`src/rtl/slavefifo2b_mode_arbiter.sv`:
```
// Shares one FX3 slave-FIFO pin interface between stream-IN, stream-OUT and loopback requesters.
// Mode changes go through a filtered request, a quiesce wait on the old owner and a guard gap.
module slavefifo2b_mode_arbiter #(
   parameter int unsigned STABLE_CYCLES   = 8,
   parameter int unsigned GUARD_CYCLES    = 4,
   parameter int unsigned QUIESCE_TIMEOUT = 1024
) (
   input  logic        clk_100,
   input  logic        reset_,
   input  logic [1:0]  mode_req,
   input  logic        slwr_in_,
   input  logic        pktend_in_,
   input  logic [31:0] data_in_stream,
   input  logic        slrd_out_,
   input  logic        sloe_out_,
   input  logic        slrd_lb_,
   input  logic        sloe_lb_,
   input  logic        slwr_lb_,
   input  logic        lb_rd_sel,
   input  logic [31:0] data_lb,
   output logic        slrd_,
   output logic        sloe_,
   output logic        slwr_,
   output logic        pktend_,
   output logic [1:0]  faddr,
   output logic [31:0] data_out,
   output logic        data_oe,
   output logic        stream_in_mode_selected,
   output logic        stream_out_mode_selected,
   output logic        loopback_mode_selected,
   output logic [1:0]  mode_active,
   output logic        switch_busy,
   output logic        err_timeout
);

   localparam int unsigned FiltW  = $clog2(STABLE_CYCLES + 1);
   localparam int unsigned GuardW = $clog2(GUARD_CYCLES + 1);
   localparam int unsigned ToW    = $clog2(QUIESCE_TIMEOUT + 1);

   localparam logic [FiltW-1:0]  FiltMax  = FiltW'(STABLE_CYCLES - 1);
   localparam logic [GuardW-1:0] GuardMax = GuardW'(GUARD_CYCLES - 1);
   localparam logic [ToW-1:0]    ToMax    = ToW'(QUIESCE_TIMEOUT - 1);

   localparam logic [1:0] ModeNone = 2'b00;
   localparam logic [1:0] ModeIn   = 2'b01;
   localparam logic [1:0] ModeOut  = 2'b10;
   localparam logic [1:0] ModeLb   = 2'b11;

   localparam logic [1:0] StIdle    = 2'd0;
   localparam logic [1:0] StRun     = 2'd1;
   localparam logic [1:0] StQuiesce = 2'd2;
   localparam logic [1:0] StGuard   = 2'd3;

   logic [1:0]        mode_req_q, mode_req_d;
   logic [FiltW-1:0]  filt_cnt_q, filt_cnt_d;
   logic [1:0]        req_stable_q, req_stable_d;

   logic [1:0]        state_q, state_d;
   logic [1:0]        mode_active_q, mode_active_d;
   logic [2:0]        grant_q, grant_d;
   logic [GuardW-1:0] guard_cnt_q, guard_cnt_d;
   logic [ToW-1:0]    to_cnt_q, to_cnt_d;
   logic              quiet_q, quiet_d;
   logic              err_q, err_d;
   logic              old_quiet;

   function automatic logic [2:0] grant_of(input logic [1:0] mode);
      logic [2:0] g;
      g = 3'b000;
      unique case (mode)
         ModeIn:  g = 3'b001;
         ModeOut: g = 3'b010;
         ModeLb:  g = 3'b100;
         default: g = 3'b000;
      endcase
      return g;
   endfunction

   // A new sample restarts the count; the value is accepted once it has held long enough.
   always_comb begin
      mode_req_d   = mode_req;
      filt_cnt_d   = filt_cnt_q;
      req_stable_d = req_stable_q;
      if (mode_req != mode_req_q) begin
         filt_cnt_d = '0;
      end else if (filt_cnt_q == FiltMax) begin
         req_stable_d = mode_req_q;
      end else begin
         filt_cnt_d = filt_cnt_q + 1'b1;
      end
   end

   always_ff @(posedge clk_100 or negedge reset_) begin
      if (!reset_) begin
         mode_req_q   <= ModeNone;
         filt_cnt_q   <= '0;
         req_stable_q <= ModeNone;
      end else begin
         mode_req_q   <= mode_req_d;
         filt_cnt_q   <= filt_cnt_d;
         req_stable_q <= req_stable_d;
      end
   end

   always_comb begin
      old_quiet = 1'b1;
      unique case (mode_active_q)
         ModeIn:  old_quiet = slwr_in_ & pktend_in_;
         ModeOut: old_quiet = slrd_out_ & sloe_out_;
         ModeLb:  old_quiet = slrd_lb_ & sloe_lb_ & slwr_lb_;
         default: old_quiet = 1'b1;
      endcase
   end

   always_comb begin
      state_d       = state_q;
      mode_active_d = mode_active_q;
      grant_d       = grant_q;
      guard_cnt_d   = guard_cnt_q;
      to_cnt_d      = to_cnt_q;
      quiet_d       = 1'b0;
      err_d         = err_q;
      unique case (state_q)
         StIdle: begin
            grant_d = 3'b000;
            if (req_stable_q != ModeNone) begin
               state_d     = StGuard;
               guard_cnt_d = '0;
            end
         end
         StRun: begin
            if (req_stable_q != mode_active_q) begin
               state_d  = StQuiesce;
               grant_d  = 3'b000;
               to_cnt_d = '0;
            end
         end
         StQuiesce: begin
            quiet_d = old_quiet;
            // Two consecutive idle samples from the old owner before handing over.
            if (old_quiet && quiet_q) begin
               state_d     = StGuard;
               guard_cnt_d = '0;
            end else if (to_cnt_q == ToMax) begin
               err_d       = 1'b1;
               state_d     = StGuard;
               guard_cnt_d = '0;
            end else begin
               to_cnt_d = to_cnt_q + 1'b1;
            end
         end
         StGuard: begin
            if (guard_cnt_q == GuardMax) begin
               if (req_stable_q == ModeNone) begin
                  state_d       = StIdle;
                  mode_active_d = ModeNone;
                  grant_d       = 3'b000;
               end else begin
                  state_d       = StRun;
                  mode_active_d = req_stable_q;
                  grant_d       = grant_of(req_stable_q);
               end
            end else begin
               guard_cnt_d = guard_cnt_q + 1'b1;
            end
         end
         default: state_d = StIdle;
      endcase
   end

   always_ff @(posedge clk_100 or negedge reset_) begin
      if (!reset_) begin
         state_q       <= StIdle;
         mode_active_q <= ModeNone;
         grant_q       <= 3'b000;
         guard_cnt_q   <= '0;
         to_cnt_q      <= '0;
         quiet_q       <= 1'b0;
         err_q         <= 1'b0;
      end else begin
         state_q       <= state_d;
         mode_active_q <= mode_active_d;
         grant_q       <= grant_d;
         guard_cnt_q   <= guard_cnt_d;
         to_cnt_q      <= to_cnt_d;
         quiet_q       <= quiet_d;
         err_q         <= err_d;
      end
   end

   // Pad mux is combinational so requester strobes reach the FX3 with no added latency.
   always_comb begin
      slrd_    = 1'b1;
      sloe_    = 1'b1;
      slwr_    = 1'b1;
      pktend_  = 1'b1;
      faddr    = 2'b00;
      data_out = '0;
      data_oe  = 1'b0;
      if (state_q == StRun || state_q == StQuiesce) begin
         unique case (mode_active_q)
            ModeIn: begin
               slwr_    = slwr_in_;
               pktend_  = pktend_in_;
               faddr    = 2'b00;
               data_out = data_in_stream;
               data_oe  = 1'b1;
            end
            ModeOut: begin
               slrd_ = slrd_out_;
               sloe_ = sloe_out_;
               faddr = 2'b11;
            end
            ModeLb: begin
               slrd_    = slrd_lb_;
               sloe_    = sloe_lb_;
               slwr_    = slwr_lb_;
               faddr    = lb_rd_sel ? 2'b11 : 2'b00;
               data_out = data_lb;
               data_oe  = ~lb_rd_sel;
            end
            default: ;
         endcase
      end
   end

   assign stream_in_mode_selected  = grant_q[0];
   assign stream_out_mode_selected = grant_q[1];
   assign loopback_mode_selected   = grant_q[2];
   assign mode_active              = mode_active_q;
   assign switch_busy              = (state_q == StQuiesce) || (state_q == StGuard);
   assign err_timeout              = err_q;

endmodule

```
`config.mk`:
```
export PLATFORM = sky130hd
export DESIGN_NAME = slavefifo2b_mode_arbiter
export DESIGN_NICKNAME = d
export VERILOG_FILES = /design/src/rtl/slavefifo2b_mode_arbiter.sv
export SDC_FILE = /design/constraint.sdc
export NUM_CORES = 1
export LEC_CHECK = 0
export ABC_AREA = 1
export CAP_MARGIN = 20
export CORE_UTILIZATION = 44
export DETAILED_ROUTE_END_ITERATION = 10
export HOLD_SLACK_MARGIN = 0.06
export PLACE_DENSITY = 0.95
export SYNTH_ARGS = -nofsm -noshare
export SYNTH_HDL_FRONTEND = slang
export SYNTH_SLANG_ARGS = --single-unit
```
`constraint.sdc`:
```
create_clock -name clk_100 -period 3.05 [get_ports clk_100]
set_clock_uncertainty 0.05 [all_clocks]
set_input_delay 0.61 -clock clk_100 [delete_from_list [all_inputs] [get_ports clk_100]]
set_output_delay 0.61 -clock clk_100 [all_outputs]
set_load 0.02 [all_outputs]
```
==> results of run 1 <==
[worst max-delay path by stage]
stage	cells past startpoint	slack, ns	end	start
4_1_cts	7	0.01	data_out[11]	state_q[1]
3_5_place_dp	7	0.25	data_out[12]	state_q[0]
3_3_place_gp	7	0.36	data_out[12]	state_q[0]
6_report	5	0.14	data_oe	state_q[1]
2_1_floorplan	7	0.73	data_out[10]	state_q[0]
5_1_grt	7	0.01	pktend_	state_q[1]
[critical path: cells and delay by family (launching register included)]
family          cells  cell delay, ns
buf+inv             2            0.79
flops               1            0.43
fa+ha+maj           1            0.33
compound gates      1            0.31
simple gates        1            0.12
[power by group through the flow]
stage | combinational [mW] | sequential (mW) | clock [mW]
2_1_floorplan | 1.01 | 0.571 | 0
3_3_place_gp | 1.58 | 0.568 | 0
3_5_place_dp | 1.62 | 0.579 | 0
4_1_cts | 1.61 | 0.572 | 0.428
5_1_grt | 1.75 | 0.586 | 0.448
6_report | 1.61 | 0.576 | 0.422
[sequential cells by signal, summed over array words and instances, names as in the netlist]
register	count
to_cnt_q	11
filt_cnt_q	4
req_stable_q	2
guard_cnt_q	3
quiet_q	1
state_q	2
mode_req_q	2
mode_active	2
err_timeout	1
grant_q	3
[cells in the mapped netlist, drive strengths merged]
library cell and n:
nand2 88, a32o 32, nor2 32, dfrtp 31
inv 30, nand3 25, o21ai 14, nand4 12
buf 11, ha 10, a21oi 8, clkbuf 6
nor3 4, xnor2 2, xor2 2, a211oi 1
a221o 1, a31o 1, a31oi 1, clkinv 1
or2 1
[layer usage]
layer,up-vias,part of all wire (%),GRT usage [%]
met2,109,49,41.8
met5,-,0,0
li1,1316,-,-
met3,4,6.4,7.28
met4,0,0.43,5.35
met1,1341,44,38.7
[cells by family after synthesis]
group,after synthesis,synth area share [%]
flops,31,32.5
compound gates,58,19.4
xor+xnor,4,1.79
buf+inv,48,9.03
simple gates,162,32.0
fa+ha+maj,10,5.25
[per-stage QoR]
step                      worst slack, ns  instances
after floorplan                     0.732        313
after global placement              0.361        494
after detailed placement            0.246        494
after CTS                         0.00960        502
after global routing               0.0131        502
final                               0.137        502
[area by class of cell]
cell class,instances,area [um2],share of cell area (%)
Clock buffer,6,82.6,2.16
Clock inverter,2,35.0,0.918
Inverter,31,116,3.05
Multi-Input combinational cell,234,1400,36.6
Sequential cell,31,777,20.4
Tap cell,70,87.6,2.30
Timing Repair Buffer,128,1320,34.7
[timing repair]
item / 4_1_cts / 5_1_grt
setup endpoints to repair: 31 / 24
hold buffers: 0 / 0
resized for setup: 12 / 24
==> reports/qor.csv, run 1 <==
stage;metric;value;unit
power;switching pwr;1.23;mW
layout;Antenna diodes;0;
logic_synthesis;syn_area_per_cell;7.62;um2
power;Sw Share;47.1;%
hold_path;Tightest Hold Check Type;reg2reg;
logic_synthesis;Mapped Nets;399;
setup_path;Max FO, Critical Path;5;
logic_synthesis;share of the synthesized area in the top cell type;32.5;%
route;Final ANT Viol Nets;0;
timing;min Tclk post-route;2.91;ns
clock_tree;Post-CTS Setup Inserts;0;
route;DR DRC count;0;
clock_tree;Sink Count;31;
grt;first-pass GRT wire length;11700;um
setup_path;CP cell instances;inv_1 -> ha_1 -> nand2_1 -> a21oi_1 -> clkdlybuf4s50_1;
timing;setup TNS;0;ns
setup_path;crit end category;output pin;
timing;Worst-Margin Slew;0.610;ns
logic_synthesis;Syn Inst Count;313;
route;wire per inst;15.8;um
setup_path;critical path's slowest cell;clkdlybuf4s50_1;
setup_path;required time of the worst setup path;2.39;ns
setup_path;WS Path Type;reg2out;
logic_synthesis;Synth area leader;dfrtp_1;
layout;Design Area, Final;0.00382;mm2
hold_path;Hold EP;guard_cnt_q[2];
clock_tree;TritonCTS clock tree;yes;
logic_synthesis;synthesized area;0.00238;mm2
route;Via-to-Cell Ratio;5.52;
layout;share of cells above drive strength 1;9.49;%
grt;global route total overflow;0;
floorplanning;chip width;75.6;um
route;first-pass iteration count of the detailed router;5;
floorplanning;Die H;75.6;um
setup_path;RR Endpoint;state_q[0];
logic_synthesis;Seq/Total Area, Yosys;32.5;%
logic_synthesis;Yosys reg bits;31;
place;PortBufs;121;
floorplanning;Starting Density;46.1;%
floorplanning;Site Rows;26;
clock_tree;Worst-path clk slew;0.06;ns
timing;period utilisation layout;95.5;%
floorplanning;IO Count;122;
timing;Slew Limit Fails;0;
timing;Setup-failing EPs final;0;
clock_tree;Root Driver;clkbuf_8;
place;GP Congestion;0.986;
floorplanning;Die Area;0.00572;mm2
logic_synthesis;Warnings, synthesis;0;
setup_path;R2R Setup Slk;0.94;ns
power;register share of total power;22.1;%
clock_tree;CTS buffer count;5;
power;PwrDens;683;mW/mm2
layout;commonest non-fill, non-tap cell in the layout;clkdlybuf4s50_1;
clock_tree;maximum clock insertion buffer count;2;
layout;nets;517;
setup_path;Critical Path Source Type;flip-flop;
layout;Finished Core Util;73.8;%
outcome;status;finished clean;
hold_path;min-delay src;guard_cnt_q[2];
timing;RSZ-0062 raised after global routing;no;
power;total power;2.61;mW
logic_synthesis;top cells by area, synth;dfrtp_1 (33%), a32o_1 (13%), nand2_1 (13%);
timing;Fmax;0.343;GHz
route;routed via count;2770;
clock_tree;Worst-Skew Late Latency;0.29;ns
power;combinational power share;61.8;%
place;placed instance area;0.00365;mm2
clock_tree;H-tree levels;2;
layout;Area Overhead vs Synth;60.1;%
route;Routed WL;7950;um
setup_path;r2r startpoint;mode_active[0];
setup_path;Critical Path AT;2.25;ns
grt;pin count of the biggest net entering global routing;34;
place;hpwl dp;5990;um
layout;filler cell count;388;
grt;GRT Util Overall;27.2;%
setup_path;Worst path max stage delay;0.68;ns
power;Int Pwr;1.38;mW
logic_synthesis;Yosys cell types;32;
power;Max IR drop VDD;0.000442;V
floorplanning;core area;0.00517;mm2
grt;vias in the first global route;2445;
timing;final hold slack;0.423;ns
grt;initial antenna violation count;0;
timing;Final Hold Viols;0;
run;Max-Cap Viols;0;
layout;commonest non-fill, non-tap cells in the layout;clkdlybuf4s50_1 (86), nand2_1 (82), a32o_1 (32);
power;Clk pwr share;16.2;%
route;initial DRC count;248;
hold_path;Worst Hold Depth;2;
setup_path;reg2reg path depth;9;
power;leakage;2.08;nW
timing;slew margin rel.;59.3;%
No activity file was read; power rests on OpenSTA's default activity.
==> inputs of run 2 (changes only) <==
ABC_AREA = default   (was 1)
CORE_UTILIZATION = 43   (was 44)
TNS_END_PERCENT = 10   (was default)
==> reports/qor.csv, run 2 <==
stage;metric;value;unit;change
layout;final std cells w/o fill;463;;-7.8%
route;Final ANT Viol Nets;0;;unchanged
setup_path;CP delay by family, top;buffers and inverters;;
layout;commonest non-fill, non-tap cell in the layout;clkdlybuf4s50_1;;
grt;first-pass GRT wire length;11800;um;+0.30%
logic_synthesis;Mapped Nets;359;;-10%
clock_tree;Worst-Skew Late Latency;0.29;ns;about the same
power;switching pwr;682;uW;-44%
setup_path;WS Path Type;reg2out;;
floorplanning;Site Rows;26;;unchanged
power;Int Pwr;1.01;mW;-26%
logic_synthesis;asr flop ratio synth;100;%;unchanged
logic_synthesis;Yosys cell types;41;;+28%
clock_tree;TritonCTS clock tree;yes;;
power;Clk pwr share;18.7;%;+2.5 points
setup_path;Critical Path AT;2.28;ns;+0.03 ns
layout;Finished Core Util;71.8;%;-2.0 points
clock_tree;Post-CTS Setup Inserts;0;;unchanged
floorplanning;Die H;76.1;um;+0.71%
setup_path;Max FO, Critical Path;12;;+7
timing;Setup-failing EPs final;0;;unchanged
setup_path;Critical Path Source Type;flip-flop;;
setup_path;required time of the worst setup path;2.39;ns;about the same
power;register share of total power;32.6;%;+11 points
route;routed via count;2523;;-8.9%
route;DR DRC count;0;;unchanged
floorplanning;Starting Density;45.4;%;-0.67 points
power;Max IR drop VDD;0.000333;V;-25%
power;leakage;1.56;nW;-25%
floorplanning;chip width;76.1;um;+0.71%
layout;registers with the highest flip-flop counts;to_cnt_q (11), filt_cnt_q (4);;
grt;GRT Util Overall;25.5;%;-1.7 points
outcome;status;finished clean;;
logic_synthesis;Seq/Total Area, Yosys;32.8;%;+0.28 points
clock_tree;Root Driver;clkbuf_8;;
setup_path;crit end category;output pin;;
place;hpwl dp;5810;um;-2.9%
layout;Area Overhead vs Synth;58.0;%;
logic_synthesis;synthesized area;0.00236;mm2;-0.84%
place;dpl cells;455;;-7.9%
clock_tree;Worst-path clk slew;0.07;ns;about the same
grt;pin count of the biggest net entering global routing;32;;-5.9%
logic_synthesis;Yosys reg bits;31;;unchanged
logic_synthesis;share of the synthesized area in the top cell type;32.8;%;+0.28 points
timing;RSZ-0062 raised after global routing;no;;
power;Sw Share;40.2;%;-6.9 points
timing;setup TNS;0;ns;unchanged
floorplanning;IO Count;122;;unchanged
power;PwrDens;454;mW/mm2;-34%
timing;min Tclk post-route;2.94;ns;+0.0268 ns
logic_synthesis;top cells by area, synth;dfrtp_1 (33%), mux2i_1 (17%), nor2_1 (6.4%);;
place;GP Congestion;0.848;;-14%
logic_synthesis;top_reg_cell synth;dfrtp_1;;
layout;nets;478;;-7.5%
logic_synthesis;Commonest cells post-synth;mux2i_1 (40), nor2_1 (40), dfrtp_1 (31), nand2_1 (22), nand3_1 (18);;
clock_tree;H-tree levels;2;;unchanged
layout;Antenna diodes;0;;unchanged
route;initial DRC count;178;;-28%
grt;initial antenna violation count;0;;unchanged
timing;Slew Limit Fails;0;;unchanged
logic_synthesis;Synth area leader;dfrtp_1;;
route;wire per inst;15.8;um;-0.16%
layout;max reg flops;11;;unchanged
grt;global route total overflow;0;;unchanged
setup_path;Worst path max stage delay;0.61;ns;-0.07 ns
clock_tree;CTS buffer count;5;;unchanged
timing;slew margin rel.;72.5;%;+13 points
layout;Reg with most FFs;to_cnt_q;;
timing;Final Hold Viols;0;;unchanged
hold_path;Tightest Hold Check Type;reg2reg;;
setup_path;CP cell instances;inv_1 -> ha_1 -> nand2_2 -> buf_4 -> nor2_1 -> clkdlybuf4s50_1;;
power;combinational power share;48.7;%;-13 points
route;Routed WL;7320;um;-7.9%
clock_tree;Sink Count;31;;unchanged
logic_synthesis;Syn Inst Count;273;;-13%
logic_synthesis;Warnings, synthesis;0;;unchanged
grt;vias in the first global route;2572;;+5.2%
layout;commonest non-fill, non-tap cells in the layout;clkdlybuf4s50_1 (106), mux2i_1 (40), nor2_1 (40);;
logic_synthesis;syn_area_per_cell;8.66;um2;+14%
timing;period utilisation layout;96.4;%;+0.88 points
setup_path;critical path's slowest cell;clkdlybuf4s50_1;;
run;Max-Cap Viols;0;;unchanged
timing;Fmax;0.340;GHz;-0.91%
floorplanning;core area;0.00520;mm2;+0.63%
layout;share of cells above drive strength 1;7.38;%;-2.1 points
route;Via-to-Cell Ratio;5.45;;-1.2%
setup_path;buffers and inverters on the worst path;3;;+1
floorplanning;Die Area;0.00580;mm2;+1.4%
place;PortBufs;121;;unchanged
logic_synthesis;Post-synth EDFFs;0;;unchanged
clock_tree;maximum clock insertion buffer count;2;;unchanged
timing;Worst-Margin Slew;0.413;ns;-0.197 ns
route;first-pass iteration count of the detailed router;5;;unchanged
==> run 2: path summary, 6_finish.rpt <==
path / start / end / slack [ns] / cells after the start
min reg2reg: err_timeout / err_timeout / 0.42 / 1
max in group asynchronous: reset_ / state_q[0] / 1.98 / 2
max reg2reg: mode_active[1] / to_cnt_q[9] / 0.63 / 7
max: state_q[1] / data_out[19] / 0.11 / 6
min in group asynchronous: reset_ / mode_active[0] / 0.65 / 2
min: err_timeout / err_timeout / 0.42 / 1
==> run 2: area by class of cell <==
cell class              count  area (um2)
fillers                   388        1470
multi-input cells         213        1460
repair buffers            132        1290
flip-flops and latches     31         778
well taps                  70        87.6
clock buffers               7        76.3
inverters                   9        33.8
clock inverters             1        5.00
==> run 2: cells by family after synthesis <==
family | after synthesis | share of synthesized area, %
buffers and inverters | 29 | 5.35
multiplexers | 46 | 19.8
AND/OR/NAND/NOR | 114 | 23.7
adder cells (fa/ha/maj) | 10 | 5.29
flip-flops | 31 | 32.8
AO/OA/AOI/OAI | 37 | 10.9
XOR/XNOR | 6 | 2.22
==> run 2: layer usage <==
metal / vias to the layer above / part of all wire (%) / wire (um) / GRT usage, %
li1: 1205 / - / - / -
met1: 1177 / 37 / 2720 / 26.7
met2: 118 / 52 / 3830 / 46.4
met3: 23 / 6.9 / 503 / 7.43
met4: 0 / 3.6 / 267 / 13.1
met5: - / 0 / 0 / 0
==> run 2: timing repair <==
action / 4_1_cts / 5_1_grt
endpoints found under the setup margin: 11 / 17
resized for setup: 11 / 6
hold buffers: 0 / 0
pin swaps: 0 / 0
==> run 2: power groups by stage <==
stage	registers (mW)	clock network (mW)	logic, mW
after floorplan	0.540	0	0.529
after global placement	0.550	0	0.771
after detailed placement	0.556	0	0.809
after CTS	0.550	0.325	0.812
after global routing	0.564	0.346	0.902
final	0.554	0.317	0.826
==> run 2: per-stage QoR <==
| stage | instance area [um2] | worst slack [ns] | total power [mW] | hold slack [ns] |
|---|---|---|---|---|
| floorplan | 2360 | 0.461 | 1.07 | 0.264 |
| global placement | 3650 | 0.318 | 1.32 | 0.412 |
| detailed placement | 3650 | 0.234 | 1.36 | 0.411 |
| CTS | 3720 | 0.00614 | 1.69 | 0.433 |
| global route | 3730 | 0.00394 | 1.81 | 0.461 |
| finish | 3730 | 0.110 | 1.70 | 0.424 |
